--- src/rtl/ofmap_packer.sv ---
// ofmap_packer: buffers four per-kernel psum streams in small FIFOs and packs
// one value per kernel into a word {kn3,kn2,kn1,kn0} on a valid/ready stream.
// A programmable word count frames each output feature map (o_last, o_done).
// Optional build macro: OFMAP_PACKER_RELU_EN clamps negative psums to zero at
// FIFO write time.
module ofmap_packer #(
    parameter int BIT_WIDTH  = 8,
    parameter int NUM_KERNEL = 4,
    parameter int FIFO_DEPTH = 4,
    parameter int CNT_WIDTH  = 16
) (
    input  logic                            clk,
    input  logic                            rst,
    input  logic [BIT_WIDTH-1:0]            i_psum_kn0,
    input  logic [BIT_WIDTH-1:0]            i_psum_kn1,
    input  logic [BIT_WIDTH-1:0]            i_psum_kn2,
    input  logic [BIT_WIDTH-1:0]            i_psum_kn3,
    input  logic                            i_psum_kn0_val,
    input  logic                            i_psum_kn1_val,
    input  logic                            i_psum_kn2_val,
    input  logic                            i_psum_kn3_val,
    input  logic                            i_start,
    input  logic [CNT_WIDTH-1:0]            i_conf_npix,
    output logic [BIT_WIDTH*NUM_KERNEL-1:0] o_data,
    output logic                            o_data_val,
    input  logic                            i_data_rdy,
    output logic                            o_last,
    output logic                            o_done,
    output logic                            o_busy,
    output logic [NUM_KERNEL-1:0]           o_overflow
);

    localparam int PW = (FIFO_DEPTH > 1) ? $clog2(FIFO_DEPTH) : 1;
    localparam int CW = $clog2(FIFO_DEPTH + 1);
    localparam logic [CW-1:0] DEPTH_C = CW'(FIFO_DEPTH);

    typedef enum logic [1:0] {IDLE, RUN, DONE} state_t;

    state_t state_reg, state_next;

    logic [BIT_WIDTH-1:0]            psum_in   [NUM_KERNEL];
    logic [NUM_KERNEL-1:0]           psum_val;
    logic [BIT_WIDTH-1:0]            head_data [NUM_KERNEL];
    logic [NUM_KERNEL-1:0]           nonempty;
    logic [NUM_KERNEL-1:0]           overflow_reg;
    logic [BIT_WIDTH*NUM_KERNEL-1:0] packed_word;

    logic                            pop;
    logic                            frame_start;
    logic [CNT_WIDTH-1:0]            npix_reg;
    logic [CNT_WIDTH-1:0]            cnt_reg;
    logic [CNT_WIDTH-1:0]            cnt_inc;
    logic [BIT_WIDTH*NUM_KERNEL-1:0] data_reg;
    logic                            val_reg;
    logic                            last_reg;

    assign psum_in[0] = i_psum_kn0;
    assign psum_in[1] = i_psum_kn1;
    assign psum_in[2] = i_psum_kn2;
    assign psum_in[3] = i_psum_kn3;
    assign psum_val   = {i_psum_kn3_val, i_psum_kn2_val, i_psum_kn1_val, i_psum_kn0_val};

    generate
        for (genvar gi = 0; gi < NUM_KERNEL; gi++) begin : g_fifo
            logic [BIT_WIDTH-1:0] mem [FIFO_DEPTH];
            logic [PW-1:0]        wr_ptr_reg;
            logic [PW-1:0]        rd_ptr_reg;
            logic [CW-1:0]        count_reg;
            logic [BIT_WIDTH-1:0] wr_data;
            logic                 full;
            logic                 wr_en;

`ifdef OFMAP_PACKER_RELU_EN
            assign wr_data = psum_in[gi][BIT_WIDTH-1] ? '0 : psum_in[gi];
`else
            assign wr_data = psum_in[gi];
`endif
            assign full          = (count_reg == DEPTH_C);
            assign nonempty[gi]  = (count_reg != '0);
            // A full FIFO still takes a write when the same cycle pops a slot.
            assign wr_en         = psum_val[gi] && (!full || pop);
            assign head_data[gi] = mem[rd_ptr_reg];
            assign packed_word[gi*BIT_WIDTH +: BIT_WIDTH] = head_data[gi];

            // Storage array: write only, no reset so it maps onto plain RAM.
            always_ff @(posedge clk) begin
                if (wr_en)
                    mem[wr_ptr_reg] <= wr_data;
            end

            // Pointer and occupancy bookkeeping; pointers wrap naturally.
            always_ff @(posedge clk or posedge rst) begin
                if (rst) begin
                    wr_ptr_reg <= '0;
                    rd_ptr_reg <= '0;
                    count_reg  <= '0;
                end else begin
                    if (wr_en)
                        wr_ptr_reg <= wr_ptr_reg + 1'b1;
                    if (pop)
                        rd_ptr_reg <= rd_ptr_reg + 1'b1;
                    if (wr_en && !pop)
                        count_reg <= count_reg + 1'b1;
                    else if (!wr_en && pop)
                        count_reg <= count_reg - 1'b1;
                end
            end

            // Sticky drop flag, cleared when a new frame starts.
            always_ff @(posedge clk or posedge rst) begin
                if (rst)
                    overflow_reg[gi] <= 1'b0;
                else if (frame_start)
                    overflow_reg[gi] <= 1'b0;
                else if (psum_val[gi] && full && !pop)
                    overflow_reg[gi] <= 1'b1;
            end
        end
    endgenerate

    assign cnt_inc = cnt_reg + 1'b1;

    // FSM state register.
    always_ff @(posedge clk or posedge rst) begin
        if (rst)
            state_reg <= IDLE;
        else
            state_reg <= state_next;
    end

    // Next state, frame start and pop decision.
    always_comb begin
        state_next  = state_reg;
        pop         = 1'b0;
        frame_start = 1'b0;
        case (state_reg)
            IDLE: begin
                if (i_start) begin
                    frame_start = 1'b1;
                    state_next  = (i_conf_npix == '0) ? DONE : RUN;
                end
            end
            RUN: begin
                // Once the last word is loaded no more pops until the next frame.
                pop = (&nonempty) && (!val_reg || i_data_rdy) && !(val_reg && last_reg);
                if (val_reg && last_reg && i_data_rdy)
                    state_next = DONE;
            end
            DONE:    state_next = IDLE;
            default: state_next = IDLE;
        endcase
    end

    // Output register and pixel counter.
    always_ff @(posedge clk or posedge rst) begin
        if (rst) begin
            npix_reg <= '0;
            cnt_reg  <= '0;
            data_reg <= '0;
            val_reg  <= 1'b0;
            last_reg <= 1'b0;
        end else begin
            if (frame_start) begin
                npix_reg <= i_conf_npix;
                cnt_reg  <= '0;
            end
            if (pop) begin
                data_reg <= packed_word;
                val_reg  <= 1'b1;
                last_reg <= (cnt_inc == npix_reg);
                cnt_reg  <= cnt_inc;
            end else if (val_reg && i_data_rdy) begin
                val_reg  <= 1'b0;
                last_reg <= 1'b0;
            end
        end
    end

    assign o_data     = data_reg;
    assign o_data_val = val_reg;
    assign o_last     = last_reg;
    assign o_done     = (state_reg == DONE);
    assign o_busy     = (state_reg == RUN);
    assign o_overflow = overflow_reg;

endmodule

--- config.mk ---
export PLATFORM = sky130hd
export DESIGN_NAME = ofmap_packer
export DESIGN_NICKNAME = d
export VERILOG_FILES = /design/src/rtl/ofmap_packer.sv
export SDC_FILE = /design/constraint.sdc
export NUM_CORES = 1
export LEC_CHECK = 0
export ABC_AREA = 1
export CAP_MARGIN = 20
export CORE_MARGIN = 3
export CORE_UTILIZATION = 63
export DETAILED_ROUTE_END_ITERATION = 10
export DONT_BUFFER_PORTS = 1
export MAX_ROUTING_LAYER = met4
export PLACE_DENSITY = 0.77
export RECOVER_POWER = 100
export SLEW_MARGIN = 15
export SYNTH_ARGS = -nofsm -noshare
export SYNTH_HDL_FRONTEND = slang
export SYNTH_SLANG_ARGS = --single-unit
--- constraint.sdc ---
create_clock -name clk -period 4.7 [get_ports clk]
set_clock_uncertainty 0.15 [all_clocks]
set_input_delay 0.94 -clock clk [delete_from_list [all_inputs] [get_ports clk]]
set_output_delay 0.94 -clock clk [all_outputs]
set_load 0.03 [all_outputs]
* Yosys cells after proc, flatten, opt, wreduce, memory -nomap -nowiden
Memories as Yosys holds them, arrays and structs flattened. A register that Yosys moved wholly into a read port is not among the register bits.
Index checks and enable logic that the tools add are counted.
** Word-level totals
- Memories :: 4
- Input port bits :: 56
- Logic and storage cells :: 146
- Bits in registers :: 68
- Memory bits (writable) :: 128
** Memory list
- g_fifo[0].mem :: words 4, width 8, read ports 1, clocked after Yosys merged registers in 1, write ports 1, line 65 : logic [BIT_WIDTH-1:0] mem [FIFO_DEPTH];
- g_fifo[1].mem :: words 4, width 8, read ports 1, clocked after Yosys merged registers in 1, write ports 1, line 65
- g_fifo[2].mem :: words 4, width 8, read ports 1, clocked after Yosys merged registers in 1, write ports 1, line 65
- g_fifo[3].mem :: words 4, width 8, read ports 1, clocked after Yosys merged registers in 1, write ports 1, line 65
** Operators by class
- Equality and inequality tests :: 9
- Reductions and logical operators :: 59
- Multiplexer cells :: 36
- Add/sub/neg operators :: 17
** Operator list (number)
- two-way mux 16 bit :: 2
- logical AND 1 bit :: 25
- two-way mux 3 bit :: 8
- two-way mux 1 bit :: 22
- nonzero test 2 bit :: 10
- adder 16 x 1 -> 16 bit, second input constant :: 1
- adder 2 x 1 -> 2 bit, second input constant :: 8
- equality test 16 bit :: 1
- zero test 16 bit :: 1
- adder 3 x 1 -> 3 bit, second input constant :: 4
- equality test 3 bit, second input constant :: 4
- nonzero test 3 bit :: 4
- subtractor 3 x 1 -> 3 bit, second input constant :: 4
- zero test 1 bit :: 11
- two-way mux 2 bit :: 3
- logical OR 1 bit :: 5
- case mux 2 bit (2 select lines) :: 1
- AND reduction 4 bit :: 1
- equality test 2 x 1 -> 1 bit, second input constant :: 1
- equality test 2 bit, second input constant :: 1
- zero test 2 bit :: 1
- inequality test 2 x 1 -> 1 bit, second input constant :: 1
- inequality test 2 bit, second input constant :: 1
- AND reduction 2 bit :: 1

* Logic depth before layout (Yosys ltp)
- Word-level depth :: 11
- Mapped depth :: 14
- Gate-level depth less buffers :: 14

* Least setup slack after synthesis
No wires, ideal clock.
- Kind :: input-to-reg
- Start :: in i_data_rdy
- End :: reg g_fifo[3].count_reg[2]
- Library setup time :: 0.131 ns
- Arrival :: 2.412 ns
- Required time :: 4.419 ns
- Cell stages on the path :: 12
- Path buffers :: 0
- Path slack :: 2.007 ns
- Cells stage by stage :: nor2_1 -> nor3_2 -> nand2_2 -> nand2_1 -> nand2_1 -> inv_1 -> ha_1 -> inv_1 -> fa_1 -> a21oi_1 -> o21ai_0 -> xor2_1
** Between the ends
- Cells in the longest elaborated chain, start to end :: 9
- Elaborated cells on any way between the ends :: 12
- Classes of those cells :: mux (2); reduce/logical (10)
** RTL lines
- start, declared :: line 26 : input logic i_data_rdy,
- logical OR 1 bit (*) :: line 145 : pop = (&nonempty) && (!val_reg || i_data_rdy) && !(val_reg && last_reg);
- logical AND 1 bit (*) (2 in series) :: line 145
- two-way mux 1 bit (*) :: line 136 : case (state_reg)
- logical OR 1 bit (*) :: line 81 : assign wr_en = psum_val[gi] && (!full || pop);
- logical AND 1 bit (*) :: line 81
- named net g_fifo[3].wr_en :: line 71 : logic wr_en;
- zero test 1 bit :: line 104 : else if (!wr_en && pop)
- logical AND 1 bit :: line 104
- nonzero test 2 bit (no source line)
- end signal, assigned :: line 103 : count_reg <= count_reg + 1'b1;
- end signal, assigned :: line 105 : count_reg <= count_reg - 1'b1;
- end, declared :: line 68 : logic [CW-1:0] count_reg;
Mark *: on every way through the listed nets, which the timed path passes. The rest lies on a longest branch.
A chain may end at the register's enable or synchronous reset.

* Final worst setup path
- Start :: reg last_reg (netlist: o_last)
- End :: reg data_reg[8] (netlist: o_data[8]), read port of g_fifo[1].mem
** Between the ends
- Cells in the longest elaborated chain, start to end :: 4
** RTL lines
- start, declared :: line 55 : logic last_reg;
- start signal, assigned :: line 170 : last_reg <= (cnt_inc == npix_reg);
- logical AND 1 bit :: line 145
- zero test 1 bit :: line 145
- logical AND 1 bit :: line 145
- two-way mux 1 bit :: line 136
- end, declared :: line 53 : logic [BIT_WIDTH*NUM_KERNEL-1:0] data_reg;
No other way between the ends.

==> results.json <==
{
  "final.period_utilization_pct": 73.32,
  "ir_drop_mv": 0.4931,
  "routed_wl_um": 18280,
  "setup_tns_ns": 0,
  "rsz0062_at_grt": "no",
  "layout.nets": 1019,
  "cts_tree": "yes",
  "grt_start_max_net_pins": 72,
  "synth.most_common_cell": "nor2_1",
  "cp_cell_sequence": "nand2_1 > inv_1 > nor3_1 > nand2_1 > inv_1 > buf_4 > nor2_1 > a31oi_1",
  "wl_per_cell_um": 15.69,
  "slowest_stage": "inv_1",
  "grt_first_pass_wirelength_um": 29320,
  "synth-edff-count": 128,
  "port_buffers": 0,
  "critical_path_class": "reg -> reg",
  "largest_reg_flops": 128,
  "place_hpwl_um": 11950,
  "rows": 45,
  "die_width_um": 130.9,
  "clk_latency_ns": 0.50,
  "postCtsSetupBuffers": 0,
  "power_density_nw_per_um2": 726.8,
  "max_flop_register": "g_fifo.mem",
  "design_area_um2": 10660,
  "cpPeakStageDelay_ns": 1.25,
  "cp-start-kind": "register",
  "start_util_pct": 64.45,
  "ioPinCount": 96,
  "p_seq_share_pct": 47.4,
  "yosysTopAreaCellShare_pct": 39.08,
  "firstDrtPassIters": 4,
  "synth_area_um2": 9834,
  "antenna_left": 0,
  "htree_levels": 1,
  "synth-seq-area-share_pct": 64.53,
  "synthCells": 939,
  "yosys-top-cells-area": "edfxtp_1 (39%), dfrtp_1 (25%), nor2_1 (8.4%)",
  "die_h_um": 130.9,
  "gr-usage-met2_pct": 36.62,
  "syn2layout_area_growth_pct": 8.371,
  "fmax_mhz": 290.2,
  "die-area_um2": 17150,
  "finalMaxSlewViolations": 115,
  "grtUsageTotal_pct": 22.28,
  "synth.distinct_cells": 33,
  "max_slew_margin_pct": -89.53,
  "hp-class": "reg -> reg",
  "antenna_found_initial": 0,
  "hold_buffers": 0,
  "route.detailed.drc": 0,
  "cts-resized-gates": 0,
  "end_kind": "register",
  "p_switching_uw": 3082,
  "setup_viol": 0,
  "worstMarginPinSlew_ns": 2.843,
  "gp_congestion": 0.8479,
  "min_period_ns": 3.446,
  "maxCapViolations": 2,
  "synth_common_cells": "nor2_1 (220), edfxtp_1 (128), nand2_1 (107)",
  "leakagePower_uw": 0.004283,
  "yosys_warnings": 0,
  "numCtsBuffers": 23,
  "grt_pass1_vias": 6125,
  "outcome": "finished with violations",
  "cts_root_buffer": "clkbuf_16",
  "drive_gt1_share_pct": 4.717,
  "clockPowerShare_pct": 21.6,
  "async_reset_ff_share_pct": 43.86,
  "internal_power_uw": 4664,
  "num-fill-cells": 1092,
  "clk_pin_slew_ns": 0.06,
  "core_area_um2": 15260,
  "yosys_register_bits": 228,
  "vias_per_cell": 5.379,
  "hold_violations": 0,
  "worst_ep_arrival_time_ns": 3.70,
  "grt_overflow": 0,
  "switching_share_pct": 39.79,
  "synth_top_area_cell": "edfxtp_1",
  "p_comb_share_pct": 31.1,
  "cts_num_sinks": 228,
  "cp_max_fo": 42,
  "top_usage_layer": "met2",
  "cts_buffer_depth": 3,
  "via_count": 6266,
  "syn-num-nets": 1020,
  "groute.layer.met1.usage_pct": 28.12,
  "use_met3_pct": 5.569,
  "synth.avg_cell_area_um2": 10.47,
  "ys.flop_type": "edfxtp_1",
  "postPlaceCellArea_um2": 9982,
  "first_iter_violations": 394,
  "violations": "capacitance limit, slew limit",
  "n_antenna_cell": 0,
  "cp.required_ns": 4.96
}
-- stage by stage --
stage	power, µW	cells	worst slack (ns)	hold WS, ns	utilization, %
after floorplan	5531	939	0.9912	0.3161	-
after global placement	6012	1124	1.737	0.3405	65.42
after detailed placement	6125	1124	1.646	0.3522	65.42
after CTS	7821	1165	1.835	0.3649	69.94
after global routing	8351	1165	0.9178	0.3643	69.85
final	7746	1165	1.254	0.3583	69.85
-- worst max-delay path, delay by kind of cell, from the launching register on --
kind,cells,cell delay [ns]
buf+inv,3,1.73
compound gates,1,0.16
simple gates,4,0.79
flops,1,0.51
-- final timing paths --
check	depth (start not counted)	slack, ns	start	to
worst max register to register	8	1.25	o_last$_DFFE_PP0P_	o_data[8]$_DFFE_PP0P_
min in group asynchronous	1	1.20	rst	o_data[26]$_DFFE_PP0P_
worst max-delay path	8	1.25	o_last$_DFFE_PP0P_	o_data[8]$_DFFE_PP0P_
worst min register to register	2	0.36	npix_reg[1]$_DFFE_PP0P_	npix_reg[1]$_DFFE_PP0P_
max in group asynchronous	1	1.54	rst	o_data[3]$_DFFE_PP0P_
worst min-delay path	2	0.36	npix_reg[1]$_DFFE_PP0P_	npix_reg[1]$_DFFE_PP0P_
-- power by group through the flow --
stage          Combinational [µW]  Sequential (µW)  Clock, µW
2_1_floorplan                2100             3430          0
3_3_place_gp                 2320             3690          0
5_1_grt                      2790             3770       1790
3_5_place_dp                 2420             3700          0
6_report                     2410             3670       1670
4_1_cts                      2440             3670       1700
-- logic make-up (layout without fill, tap and decap cells) --
logic type               count (synthesis)  count (layout)  synth area share, %
adder cells (fa/ha/maj)                 25              25                3.486
multiplexers                             4               4               0.4580
XOR/XNOR                                18              18                1.603
buffers and inverters                  122             137                5.025
AND/OR/NAND/NOR                        388             388                16.40
AO/OA/AOI/OAI                          154             154                8.499
flip-flops                             228             228                64.53
-- placed cells by master, fill, tap and decap left out, drive strengths merged --
cell / Yosys / routed
nor3: 3 / 3
and2: 1 / 1
edfxtp: 128 / 128
a31oi: 36 / 36
xnor2: 5 / 5
a22o: 1 / 1
nand3b: 8 / 8
mux2: 4 / 4
inv: 92 / 92
fa: 4 / 4
a21oi: 7 / 7
xor2: 13 / 13
o22ai: 10 / 10
bufinv: 0 / 1
dfrtp: 100 / 100
clkbuf: 12 / 36
buf: 18 / 3
nor2: 226 / 226
o21ai: 100 / 100
ha: 21 / 21
nand2: 111 / 111
nand4: 13 / 13
nand3: 26 / 26
clkinvlp: 0 / 1
clkinv: 0 / 4
-- metal layers --
metal,up-vias,share of wire [%]
met2,133,48
met4,0,2.0
li1,3140,-
met3,33,6.3
met5,-,0
met1,2960,43
-- final cells by class --
type / count / area [µm²] / share of cell area (%)
multi-input cells: 589 / 2987 / 28.02
flip-flops and latches: 228 / 6346 / 59.54
repair buffers: 4 / 26.28 / 0.2465
inverters: 92 / 345.3 / 3.240
clock inverters: 6 / 58.81 / 0.5518
well taps: 211 / 264.0 / 2.477
clock buffers: 35 / 630.6 / 5.917
No activity file was read; power rests on OpenSTA's default activity.
